--- config.mk ---
export PLATFORM = sky130hd
export DESIGN_NAME = sd_slv_rsp_seq_flat
export DESIGN_NICKNAME = d
export VERILOG_FILES = /design/src/rtl/sd_slv_rsp_seq_if.sv /design/src/rtl/sd_slv_rsp_seq.sv /design/src/flat_wrapper.sv
export SDC_FILE = /design/constraint.sdc
export NUM_CORES = 1
export LEC_CHECK = 0
export ABC_AREA = 1
export BUFFER_PORTS_ARGS = -buffer_cell sky130_fd_sc_hd__buf_2
export CAP_MARGIN = 5
export CORE_UTILIZATION = 45
export CTS_BUF_LIST = sky130_fd_sc_hd__clkbuf_8
export CTS_CLUSTER_DIAMETER = 30
export DETAILED_ROUTE_END_ITERATION = 8
export PLACE_DENSITY = 0.76
export SETUP_SLACK_MARGIN = 0.15
export SKIP_LAST_GASP = 1
export SLEW_MARGIN = 20
export SYNTH_ARGS = -nofsm -noshare
export SYNTH_HDL_FRONTEND = slang
export SYNTH_SLANG_ARGS = --single-unit
--- constraint.sdc ---
create_clock -name clk -period 18 [get_ports clk]
set_input_delay 3.6 -clock clk [delete_from_list [all_inputs] [get_ports clk]]
set_output_delay 3.6 -clock clk [all_outputs]
set_load 0.005 [all_outputs]
--- src/rtl/sd_slv_rsp_seq_if.sv ---
// ============================================================================
// Module   : sd_slv_rsp_seq_if
// Brief    : Command-snapshot inputs and CMD-line outputs of the SD response sequencer.
// Revision : 1.0
// ============================================================================
`default_nettype none

interface sd_slv_rsp_seq_if;
    logic         ok;
    logic [5:0]   ind;
    logic [3:0]   c_state;
    logic [31:0]  status;
    logic [31:0]  ocr;
    logic         pwr_up;
    logic [127:0] cid;
    logic [127:0] csd;
    logic [15:0]  rca;
    logic         cmd_o;
    logic         cmd_oe;
    logic         busy;
    logic         rsp_end;
    logic [2:0]   rsp_type;

    modport master (
        output ok, ind, c_state, status, ocr, pwr_up, cid, csd, rca,
        input  cmd_o, cmd_oe, busy, rsp_end, rsp_type
    );

    modport slave (
        input  ok, ind, c_state, status, ocr, pwr_up, cid, csd, rca,
        output cmd_o, cmd_oe, busy, rsp_end, rsp_type
    );
endinterface

`default_nettype wire

--- src/rtl/sd_slv_rsp_seq.sv ---
// ============================================================================
// Module   : sd_slv_rsp_seq
// Brief    : SD slave response sequencer: selects R1/R2/R3/R6, waits NCR, serialises on CMD.
// Revision : 1.0
// ============================================================================
`default_nettype none

module sd_slv_rsp_seq #(
    parameter int NCR   = 2,
    parameter bit STUFF = 1'b1
) (
    input  wire logic         clk,
    input  wire logic         rst,
    sd_slv_rsp_seq_if.slave   bus
);

    localparam logic [2:0] c_RSP_NONE = 3'd0;
    localparam logic [2:0] c_RSP_R1   = 3'd1;
    localparam logic [2:0] c_RSP_R2   = 3'd2;
    localparam logic [2:0] c_RSP_R3   = 3'd3;
    localparam logic [2:0] c_RSP_R6   = 3'd6;
    localparam logic [7:0] c_LAST_48  = 8'd47;
    localparam logic [7:0] c_LAST_136 = 8'd135;
    localparam logic [7:0] c_CRC_LO   = 8'd40;
    localparam logic [6:0] c_NCR_LOAD = 7'(NCR - 1);

    typedef enum logic [1:0] {
        S_IDLE = 2'd0,
        S_WAIT = 2'd1,
        S_SEND = 2'd2,
        S_DONE = 2'd3
    } state_t;

    state_t       r_state;
    state_t       w_next;
    logic         r_app;
    logic [2:0]   r_type;
    logic [135:0] r_frame;
    logic [7:0]   r_bit;
    logic [7:0]   r_last;
    logic [6:0]   r_cnt;
    logic [6:0]   r_crc;
    logic         r_use_crc;

    logic [2:0]   w_sel_type;
    logic         w_sel_csd;
    logic [127:0] w_reg;
    logic [135:0] w_frame;
    logic         w_accept;
    logic         w_in_crc;
    logic         w_fb;
    logic [6:0]   w_crc_next;
    logic         w_unused_bits;

    assign w_unused_bits = ^{bus.ocr[31], bus.cid[0], bus.csd[0]};
    assign w_accept      = bus.ok && (r_state == S_IDLE);

    // Selection sees the app flag before this command updates it.
    always_comb begin
        w_sel_type = c_RSP_NONE;
        w_sel_csd  = 1'b0;
        case (bus.ind)
            6'd2:  if (bus.c_state == 4'd1) w_sel_type = c_RSP_R2;
            6'd9:  begin w_sel_type = c_RSP_R2; w_sel_csd = 1'b1; end
            6'd10: w_sel_type = c_RSP_R2;
            6'd3:  if (bus.c_state == 4'd2) w_sel_type = c_RSP_R6;
            6'd41: if (r_app) w_sel_type = c_RSP_R3;
            6'd6:  if (r_app) w_sel_type = c_RSP_R1;
            6'd7, 6'd16, 6'd17, 6'd55: w_sel_type = c_RSP_R1;
            default: w_sel_type = c_RSP_NONE;
        endcase
    end

    assign w_reg = w_sel_csd ? bus.csd : bus.cid;

    // 48-bit frames sit in the top of the shifter; CRC field is preset to ones.
    always_comb begin
        w_frame = '0;
        case (w_sel_type)
            c_RSP_R1: w_frame = {2'b00, bus.ind, bus.status, 7'h7F, 1'b1, 88'd0};
            c_RSP_R6: w_frame = {2'b00, 6'd3, bus.rca, bus.status[23], bus.status[22],
                                 bus.status[19], bus.status[12:0], 7'h7F, 1'b1, 88'd0};
            c_RSP_R3: w_frame = {2'b00, 6'h3F, bus.pwr_up, bus.ocr[30:0], 7'h7F, 1'b1, 88'd0};
            c_RSP_R2: w_frame = {2'b00, 6'h3F, w_reg[127:1], 1'b1};
            default:  w_frame = '0;
        endcase
    end

    assign w_in_crc   = r_use_crc && (r_bit >= c_CRC_LO) && (r_bit < c_LAST_48);
    assign w_fb       = r_frame[135] ^ r_crc[6];
    assign w_crc_next = {r_crc[5:0], 1'b0} ^ {3'b000, w_fb, 2'b00, w_fb};

    always_ff @(posedge clk or posedge rst) begin
        if (rst) r_state <= S_IDLE;
        else     r_state <= w_next;
    end

    always_comb begin
        w_next       = r_state;
        bus.cmd_o    = STUFF;
        bus.cmd_oe   = 1'b0;
        bus.rsp_end  = 1'b0;
        case (r_state)
            S_IDLE: if (w_accept && (w_sel_type != c_RSP_NONE)) w_next = S_WAIT;
            S_WAIT: if (r_cnt == 7'd0) w_next = S_SEND;
            S_SEND: begin
                bus.cmd_oe = 1'b1;
                bus.cmd_o  = w_in_crc ? r_crc[6] : r_frame[135];
                if (r_bit == r_last) w_next = S_DONE;
            end
            S_DONE: begin
                bus.rsp_end = 1'b1;
                w_next      = S_IDLE;
            end
            default: w_next = S_IDLE;
        endcase
    end

    always_ff @(posedge clk or posedge rst) begin
        if (rst) begin
            r_app     <= 1'b0;
            r_type    <= c_RSP_NONE;
            r_frame   <= '0;
            r_bit     <= '0;
            r_last    <= '0;
            r_cnt     <= '0;
            r_crc     <= '0;
            r_use_crc <= 1'b0;
        end else if (w_accept) begin
            r_app     <= (bus.ind == 6'd55);
            r_type    <= w_sel_type;
            r_frame   <= w_frame;
            r_bit     <= '0;
            r_last    <= (w_sel_type == c_RSP_R2) ? c_LAST_136 : c_LAST_48;
            r_cnt     <= c_NCR_LOAD;
            r_crc     <= '0;
            r_use_crc <= (w_sel_type == c_RSP_R1) || (w_sel_type == c_RSP_R6);
        end else begin
            case (r_state)
                S_WAIT: if (r_cnt != 7'd0) r_cnt <= r_cnt - 7'd1;
                S_SEND: begin
                    r_frame <= {r_frame[134:0], 1'b0};
                    if (r_bit != r_last) r_bit <= r_bit + 8'd1;
                    r_crc <= (r_bit < c_CRC_LO) ? w_crc_next : {r_crc[5:0], 1'b0};
                end
                S_DONE: r_type <= c_RSP_NONE;
                default: ;
            endcase
        end
    end

    assign bus.busy     = (r_state != S_IDLE);
    assign bus.rsp_type = r_type;

endmodule

`default_nettype wire
--- src/flat_wrapper.sv ---
// flat-port wrapper written by rule: the top's interface ports become plain ports
module sd_slv_rsp_seq_flat 
#(
    parameter int NCR   = 2,
    parameter bit STUFF = 1'b1
)
  (clk, rst, bus_ok, bus_ind, bus_c_state, bus_status, bus_ocr, bus_pwr_up, bus_cid, bus_csd, bus_rca, bus_cmd_o, bus_cmd_oe, bus_busy, bus_rsp_end, bus_rsp_type);
  sd_slv_rsp_seq_if bus_i ();
  input  wire logic clk;
  input  wire logic rst;
  input wire logic [$bits(bus_i.ok)-1:0] bus_ok;
  input wire logic [$bits(bus_i.ind)-1:0] bus_ind;
  input wire logic [$bits(bus_i.c_state)-1:0] bus_c_state;
  input wire logic [$bits(bus_i.status)-1:0] bus_status;
  input wire logic [$bits(bus_i.ocr)-1:0] bus_ocr;
  input wire logic [$bits(bus_i.pwr_up)-1:0] bus_pwr_up;
  input wire logic [$bits(bus_i.cid)-1:0] bus_cid;
  input wire logic [$bits(bus_i.csd)-1:0] bus_csd;
  input wire logic [$bits(bus_i.rca)-1:0] bus_rca;
  output wire logic [$bits(bus_i.cmd_o)-1:0] bus_cmd_o;
  output wire logic [$bits(bus_i.cmd_oe)-1:0] bus_cmd_oe;
  output wire logic [$bits(bus_i.busy)-1:0] bus_busy;
  output wire logic [$bits(bus_i.rsp_end)-1:0] bus_rsp_end;
  output wire logic [$bits(bus_i.rsp_type)-1:0] bus_rsp_type;
  assign bus_i.ok = bus_ok;
  assign bus_i.ind = bus_ind;
  assign bus_i.c_state = bus_c_state;
  assign bus_i.status = bus_status;
  assign bus_i.ocr = bus_ocr;
  assign bus_i.pwr_up = bus_pwr_up;
  assign bus_i.cid = bus_cid;
  assign bus_i.csd = bus_csd;
  assign bus_i.rca = bus_rca;
  assign bus_cmd_o = bus_i.cmd_o;
  assign bus_cmd_oe = bus_i.cmd_oe;
  assign bus_busy = bus_i.busy;
  assign bus_rsp_end = bus_i.rsp_end;
  assign bus_rsp_type = bus_i.rsp_type;
  sd_slv_rsp_seq #(.NCR(NCR), .STUFF(STUFF)) u_core (.clk(clk), .rst(rst), .bus(bus_i));
endmodule
; ---- Yosys cells after proc, flatten, opt, wreduce, memory -nomap -nowiden
; Index checks and enable logic that the tools add are counted.
[totals]
ff_bits = 173
latch_bits = 0
ram_bits = 0
mem_bits_ro = 0
output_inout_bits = 7
elab_cells = 90
mem_count = 0
[classes]
n_addsub = 2
n_mul = 0
div_mod_pow = 0
n_lt_le_gt_ge = 3
eq_ne = 24
shifts = 0
muxes = 30
n_bitwise = 2
reduce_logical = 20
[op_table]
columns = operator, count
row1 = 134-bit one-hot mux with 4 select lines, 1
row2 = 136-bit two-way mux, 2
row3 = 128-bit two-way mux, 1
row4 = 7-bit two-way mux, 6
row5 = 8-bit two-way mux, 4
row6 = 3-bit one-hot mux with 6 select lines, 1
row7 = "8-bit by 6-bit less-than comparator with 1-bit output, second input constant", 2
row8 = "6-bit by 2-bit == test with 1-bit output, second input constant", 2
row9 = "6-bit by 3-bit == test with 1-bit output, second input constant", 2
row10 = "6-bit by 4-bit == test with 1-bit output, second input constant", 2
row11 = "6-bit by 5-bit == test with 1-bit output, second input constant", 2
row12 = "6-bit == test, second input constant", 2
row13 = 2-bit nonzero test, 6
row14 = 2-bit two-way mux, 5
row15 = 3-bit two-way mux, 3
row16 = "8-bit by 1-bit adder with 8-bit output, second input constant", 1
row17 = 8-bit == test, 1
row18 = "8-bit by 6-bit greater-or-equal comparator with 1-bit output, second input constant", 1
row19 = 8-bit != test, 1
row20 = 2-bit one-hot mux with 4 select lines, 1
row21 = 7-bit zero test, 1
row22 = 7-bit nonzero test, 1
row23 = "7-bit by 1-bit subtractor with 7-bit output, second input constant", 1
row24 = 7-bit by 4-bit XOR with 7-bit output, 1
row25 = other kinds (19), 31

; ---- Longest topological paths before layout
; Gate-level depths: netlist of the first run.
[depth]
word_depth = 7
ltp_mapped = 13

; ---- Least setup slack after synthesis of the first run
; No wires, ideal clock.
[synth_path]
kind = in2reg
start = in bus_ok
end = reg u_core.r_frame[116]
setup_time_ns = 0.121
arrival_ns = 4.694
required_ns = 17.879
path_slack_ns = 13.185
stages = 8
n_path_buf = 2
cell_sequence = nand2_2 > inv_2 > nor2_1 > inv_1 > buf_2 > buf_1 > o22ai_1 > nor2_1
[synth_between]
elab_chain_len = 2
[synth_rtl]
columns = element, line
row1 = "start, declared", flat_wrapper.sv:11  ; input wire logic [$bits(bus_i.ok)-1:0] bus_ok;
row2 = 1-bit logical AND *, sd_slv_rsp_seq.sv:56  ; assign w_accept = bus.ok && (r_state == S_IDLE);
row3 = 136-bit two-way mux or 2-bit nonzero test (tied branches), n/a
row4 = "end signal, assigned", sd_slv_rsp_seq.sv:132  ; r_frame <= w_frame;
row5 = "end signal, assigned", sd_slv_rsp_seq.sv:142  ; r_frame <= {r_frame[134:0], 1'b0};
row6 = "end, declared", sd_slv_rsp_seq.sv:38  ; logic [135:0] r_frame;
; Every way passes the cells marked *; elsewhere a longest branch is shown, timed or not.
; A chain may end at the register's enable or synchronous reset.

; ---- Worst setup path after layout of the first run
[layout_path]
start = in bus_ind[1]
end = reg u_core.r_state[1]
[layout_between]
elab_chain_len = 7
[layout_rtl]
columns = element, line
row1 = "start, declared", flat_wrapper.sv:12  ; input wire logic [$bits(bus_i.ind)-1:0] bus_ind;
row2 = "6-bit by 3-bit == test with 1-bit output, or another cell as far along", sd_slv_rsp_seq.sv:62  ; case (bus.ind)
row3 = 4-bit OR reduction or 2-bit OR reduction (tied branches), n/a
row4 = 3-bit one-hot mux with 6 select lines *, sd_slv_rsp_seq.sv:62
row5 = 3-bit nonzero test *, sd_slv_rsp_seq.sv:104  ; S_IDLE: if (w_accept && (w_sel_type != c_RSP_NONE)) w_next = S_WAIT;
row6 = 1-bit logical AND *, sd_slv_rsp_seq.sv:104
row7 = 2-bit != test (no source line) *, n/a
row8 = 3-bit AND reduction (no source line) *, n/a
row9 = "end signal, assigned", sd_slv_rsp_seq.sv:95  ; else r_state <= w_next;
row10 = "end, declared", sd_slv_rsp_seq.sv:34  ; state_t r_state;
; Marked as above.

==> results.ini, run 1 <==
[clock_tree]
post_cts_resized=0
cts_root_buffer=clkbuf_8
hold_buffers=0
tritoncts=done
cts_buffer_depth=2
cts_setup_buffers=0
cts.clk_slew.worst_paths_ns=0.10
cts_num_sinks=168
cts_buffers=17
htreeDepth=4
insertion_delay_ns=0.47

[worst_setup_path]
cp.required_ns=18.37
start_kind=input port
critical_path_class=in2reg
rrSetupSlack_ns=14.55
reg2reg_to=u_core.r_frame[84]
end_kind=flop
critical_path_arrival_ns=6.54
r2r-start=u_core.r_state[1]
crit_fanout=20
rr_worst_depth=10

[min_path]
holdCritPathClass=reg2reg
hold_depth=1
hold_start=u_core.r_cnt[6]
hold_end=u_core.r_cnt[6]

[synthesis]
synthSimpleGateAreaFrac=0.326
synth_edf_count=0
syn_area_mm2=0.0103
synth-compound-area-share=0.175
synthAdderAreaFrac=0.0109
synthDistinctLibCells=31
synth_top_area_frac=0.408
yosysSeqAreaShare=0.408
synth.area.mux_share=0
ys_warn_count=0
async_flop_share=1.00
yosys-top-cells-area=dfrtp_1 (41%), nand2_1 (22%), a21oi_1 (7.0%)
post_synth.cell_area_avg_um2=6.62
synth_top_flop_cell=dfrtp_1
synth_top_area_cell=dfrtp_1
synth_cells=1554
synth_nets=1913
yosys.area_share.xor_xnor=0.00425
synth_top_family_by_area=simple AND/OR/NAND/NOR gates
synth_seq_cells=168

[power_and_ir_drop]
power.density_mw_per_mm2=124
power_mw=1.56
ir_drop_mv=0.0774
p_leak_nw=6.53

[timing]
final.setup.tns_ns=0
post-route-period-util=0.343
skew_ns=0.0136
period_minus_slack_ns=6.17
rsz0062_at_grt=false
setup_ws_ns=11.83
max_freq_mhz=162
relSlewSlack=0.303
hold_viol=0
worst_pin_slew_ns=1.04
maxSlewViolCount=0
setup_viol=0

[detailed_routing]
vias=11100
drt-wirelength-per-cell_um=14.8
wirelength_mm=31.6
drt-pass1-iter-count=5
drtIter0Drc=812
ant_nets=0
via_per_inst=5.19
remaining_drc_errors=0

[placement]
pre_cts_ws_ns=11.45
dp_hpwl_mm=22.3
port_buffers=353
gp_congestion=0.916

[run_status]
status=finished, final reports clean

[global_routing]
grt_pass1_vias=10300
antenna_found_initial=3
grt_max_degree=113
grt_first_pass_wirelength_mm=50.6
grt_usage=0.272
grt-ovfl-total=0

[floorplan]
die_area_mm2=0.0235
pin_count=357
core_area_mm2=0.0221
die_y_um=153
rows=54
dieWidth_um=153
start_util=0.466

[cells_and_area]
final_nets=2200
area_growth_pct=21.8
drive_gt1_frac=0.232

[run]
maxCapViolations=0

## worst max path at each step
stage | start | to | slack (ns) | depth (start not counted)
final | bus_ind[1] | u_core.r_state[1] | 11.83 | 13
after global routing | bus_ind[1] | u_core.r_state[1] | 11.68 | 13
after CTS | bus_ind[1] | u_core.r_state[1] | 11.95 | 13
after detailed placement | bus_ind[1] | u_core.r_state[1] | 11.45 | 13
after global placement | bus_ind[1] | u_core.r_state[1] | 11.46 | 13
after floorplan | rst | u_core.bus.rsp_type[0] | 9.85 | 1
## cells by family (layout without fill, tap and decap cells)
| kind of cell | Yosys count | after routing |
|---|---|---|
| compound gates | 340 | 340 |
| fa+ha+maj | 9 | 9 |
| flops | 168 | 168 |
| other cells | 0 | 3 |
| simple gates | 845 | 845 |
| xor+xnor | 5 | 5 |
| buf+inv | 187 | 487 |
## registers in the layout (all words and copies together), names as in the netlist
name and flops:
u_core.r_crc 7, u_core.r_cnt 7, u_core.bus.rsp_type 3, u_core.r_state 2, u_core.r_app 1, u_core.r_last 3
u_core.r_bit 8, u_core.r_frame 136, u_core.r_use_crc 1
## layout by cell type (no fill, tap or decap), types with 4 or more instances in the layout
| cell type | count |
|---|---|
| nand2_1 | 592 |
| nand2_2 | 4 |
| inv_1 | 81 |
| xor2_1 | 5 |
| nand4_1 | 17 |
| buf_4 | 11 |
| clkbuf_8 | 18 |
| ha_1 | 9 |
| a22oi_1 | 16 |
| buf_2 | 353 |
| nor2_2 | 5 |
| or2_2 | 11 |
| nand3_1 | 44 |
| bufinv_16 | 4 |
| nor2_1 | 166 |
| a21oi_1 | 143 |
| a31oi_1 | 5 |
| o22ai_1 | 26 |
| inv_2 | 7 |
| dfrtp_1 | 168 |
| o21ai_0 | 142 |
| o31ai_1 | 4 |
## final cells by class
cell class / count / area [um2]
antenna: 3 / 7.51
clock buffer: 18 / 248
clock inverter: 14 / 198
fill: 2199 / 9560
inverter: 91 / 354
multi-input combinational: 1199 / 5320
sequential: 168 / 4200
tap: 280 / 350
timing repair buffer: 364 / 1850
## where the power goes
| part | total (mW) | leakage [nW] | internal, mW | switching, mW |
|---|---|---|---|---|
| Combinational | 0.613 | 4.25 | 0.226 | 0.386 |
| Clock | 0.304 | 0.219 | 0.156 | 0.148 |
| Sequential | 0.639 | 2.06 | 0.551 | 0.0874 |
## stage by stage
step                hold WS (ns)  utilization  std cells  cell area [um2]
floorplan                  0.423            -       1554            10300
global placement           0.446        0.547       2102            12100
detailed placement         0.457        0.547       2102            12100
CTS                        0.475        0.567       2134            12500
global route               0.503        0.567       2137            12500
finish                     0.482        0.567       2137            12500
## worst max-delay path, stage by stage
cell	delay [ns]
buf_2	0.12
inv_2	0.08
nand2_1	0.08
nor2_2	0.57
nand3_1	0.70
inv_2	0.67
nor2_1	0.15
nand2_1	0.14
nand2_1	0.08
nand3_1	0.15
nand2_1	0.08
nand2_1	0.07
nand2_1	0.05
## layer usage
metal / wire (um) / vias up / GRT usage
li1: - / 5566 / -
met1: 13800 / 5092 / 0.357
met2: 15600 / 389 / 0.465
met3: 1680 / 41 / 0.0352
met4: 551 / 0 / 0.0842
met5: 0 / - / 0
## synthesized netlist by cell type (8+ instances only)
| cell type | instances |
|---|---|
| nand4_1 | 17 |
| nand2_1 | 592 |
| o22ai_1 | 26 |
| buf_2 | 28 |
| or2_2 | 11 |
| inv_1 | 83 |
| clkbuf_1 | 54 |
| nor2_1 | 167 |
| a22oi_1 | 16 |
| ha_1 | 9 |
| a21oi_1 | 143 |
| o21ai_0 | 142 |
| buf_1 | 8 |
| dfrtp_1 | 168 |
| nand3_1 | 44 |
Note: power is estimated with default switching activity, not from simulation.
==> inputs of run 2 (changes only) <==
PLACE_DENSITY = 0.79   (was 0.76)
clock period = 5.05 ns   (was 18 ns; I/O delays follow)
==> results.ini, run 2 (synthesis gave the netlist of run 1 again) <==
[run_status]
status=finished, final reports clean

[worst_setup_path]
cp_common_cell=nand2_2
start_kind=input port
end_kind=flop
slowest_stage=clkinv_2
critical_path_arrival_ns=3.59  ; -2.95 ns
rr_worst_depth=10  ; unchanged
cp.required_ns=5.42  ; -12.95 ns
crit_fanout=59  ; +200%
critical_path_class=in2reg
worst-path-buf-inv=4  ; +1
cp.depth=11  ; -2
crit_family=simple AND/OR/NAND/NOR gates
max_stage_delay_ns=0.60  ; -0.10 ns
crit_chain=buf_2 -> nor2_8 -> inv_2 -> nor2_2 -> nand3_1 -> nand2_2 -> nand2_2 -> clkinv_2 -> buf_4 -> nand2_1 -> a21oi_1

[placement]
gp_congestion=0.925  ; +0.96%
dp_hpwl_mm=22.1  ; -0.77%
port_buffers=353  ; unchanged

[cells_and_area]
fillers=2189  ; -0.45%
reg.largest.list=u_core.r_frame (136), u_core.r_bit (8)
final_nets=2203  ; +0.14%
regMostFlops=u_core.r_frame
area_growth_pct=22.0
layout_common_cells=nand2_1 (592), buf_2 (353), dfrtp_1 (168)
final_common_cell=nand2_1
drive_gt1_frac=0.233  ; +0.00137
largest_reg_flops=136  ; unchanged

[clock_tree]
cts.clk_slew.worst_paths_ns=0.09  ; about the same
cts_setup_buffers=0  ; unchanged
tritoncts=done
cts_buffer_depth=2  ; unchanged
cts_root_buffer=clkbuf_8
hold_buffers=0  ; unchanged
post_cts_resized=0  ; unchanged
cts_num_sinks=168  ; unchanged
cts_buffers=17  ; unchanged
insertion_delay_ns=0.46  ; about the same
htreeDepth=4  ; unchanged

[detailed_routing]
drt-pass1-iter-count=5  ; unchanged
remaining_drc_errors=0  ; unchanged
drt-wirelength-per-cell_um=14.5  ; -2.0%
drtIter0Drc=829  ; +2.1%
wirelength_mm=31.1  ; -1.7%
vias=11200  ; +0.92%
via_per_inst=5.22  ; +0.64%
ant_nets=0  ; unchanged

[global_routing]
grt_max_degree=169  ; +50%
grt_usage=0.267  ; -0.00406
grt_pass1_vias=10300  ; -0.35%
grt_first_pass_wirelength_mm=50.4  ; -0.27%
grt-ovfl-total=0  ; unchanged
antenna_found_initial=7  ; +4

[timing]
max_freq_mhz=311
relSlewSlack=0.331  ; +0.0280
final.setup.tns_ns=0  ; unchanged
rsz0062_at_grt=false
worst_pin_slew_ns=1.00  ; -0.0433 ns
post-route-period-util=0.637
setup_viol=0  ; unchanged
finalHoldWorstSlack_ns=0.461  ; -0.0209 ns
hold_viol=0  ; unchanged
period_minus_slack_ns=3.22
maxSlewViolCount=0  ; unchanged
skew_ns=0.0168  ; +0.00323 ns

[min_path]
hold_depth=1  ; unchanged
holdCritPathClass=reg2reg

[run]
maxCapViolations=0  ; unchanged

[floorplan]
rows=54  ; unchanged
die_y_um=153  ; unchanged
die_area_mm2=0.0235  ; unchanged
start_util=0.466  ; unchanged
dieWidth_um=153  ; unchanged
core_area_mm2=0.0221  ; unchanged
pin_count=357  ; unchanged

[power_and_ir_drop]
p_leak_nw=6.53  ; about the same
power.density_mw_per_mm2=433  ; +250%
ir_drop_mv=0.311  ; +300%

run 2: changes by cell type in the layout (fill, tap and decap cells not counted):
cell,previous run,this run
clkinvlp_4,3,2
buf_6,0,1
buf_4,11,10
diode_2,3,7
clkbuf_8,18,19
clkinv_2,3,2
inv_8,2,3
clkinv_4,2,3
inv_1,81,80
inv_6,2,4
bufinv_16,4,1
buf_12,0,3
run 2: final timing paths:
path                                  endpoint  slack [ns]               from
max                         u_core.r_frame[68]        1.83         bus_ind[5]
min                            u_core.r_cnt[6]        0.46    u_core.r_cnt[6]
max reg2reg                u_core.r_frame[111]        2.18  u_core.r_state[0]
min reg2reg                    u_core.r_cnt[6]        0.46    u_core.r_cnt[6]
max in group asynchronous   u_core.r_frame[39]        3.55                rst
min in group asynchronous    u_core.r_frame[5]        0.78                rst
run 2: layout make-up:
| class | count | area [um2] | share of cell area |
|---|---|---|---|
| antenna | 7 | 17.5 | 0.00140 |
| clock buffer | 19 | 262 | 0.0208 |
| clock inverter | 12 | 133 | 0.0106 |
| inverter | 91 | 350 | 0.0279 |
| multi-input combinational | 1199 | 5320 | 0.424 |
| sequential | 168 | 4200 | 0.335 |
| tap | 280 | 350 | 0.0279 |
| timing repair buffer | 367 | 1910 | 0.152 |
run 2: power breakdown:
part           switching (mW)  leakage [nW]  total [mW]  internal [mW]
Combinational            1.38          4.27        2.20          0.820
Clock                   0.534         0.200       0.967          0.433
Sequential              0.310          2.06        2.27           1.97
run 2: through the flow:
step	power [mW]	cell area, um2	worst slack [ns]	std cells	utilization
after floorplan	3.85	10300	1.90	1554	-
after global placement	4.39	12100	1.45	2105	0.549
after detailed placement	4.50	12100	1.37	2105	0.549
after CTS	5.48	12500	1.88	2136	0.567
after global routing	5.93	12600	1.65	2143	0.568
final	5.44	12600	1.83	2143	0.568
run 2: layer usage:
metal | share of wire | wire (um) | track usage | vias up
met2 | 0.48 | 15000 | 0.442 | 409
met4 | 0.021 | 658 | 0.0938 | 0
met5 | 0 | 0 | 0 | -
met1 | 0.43 | 13400 | 0.360 | 5163
li1 | - | - | - | 5575
met3 | 0.062 | 1940 | 0.0357 | 43
run 2: worst reg2reg max path: cells and delay by family, from the launching register on:
| kind | cells | cell delay, ns |
|---|---|---|
| AOI/OAI and AO/OA | 1 | 0.12 |
| and+or+nand+nor | 3 | 0.31 |
| DFF | 1 | 0.42 |
| adders and majority gates | 1 | 0.24 |
| buffers and inverters | 5 | 1.68 |
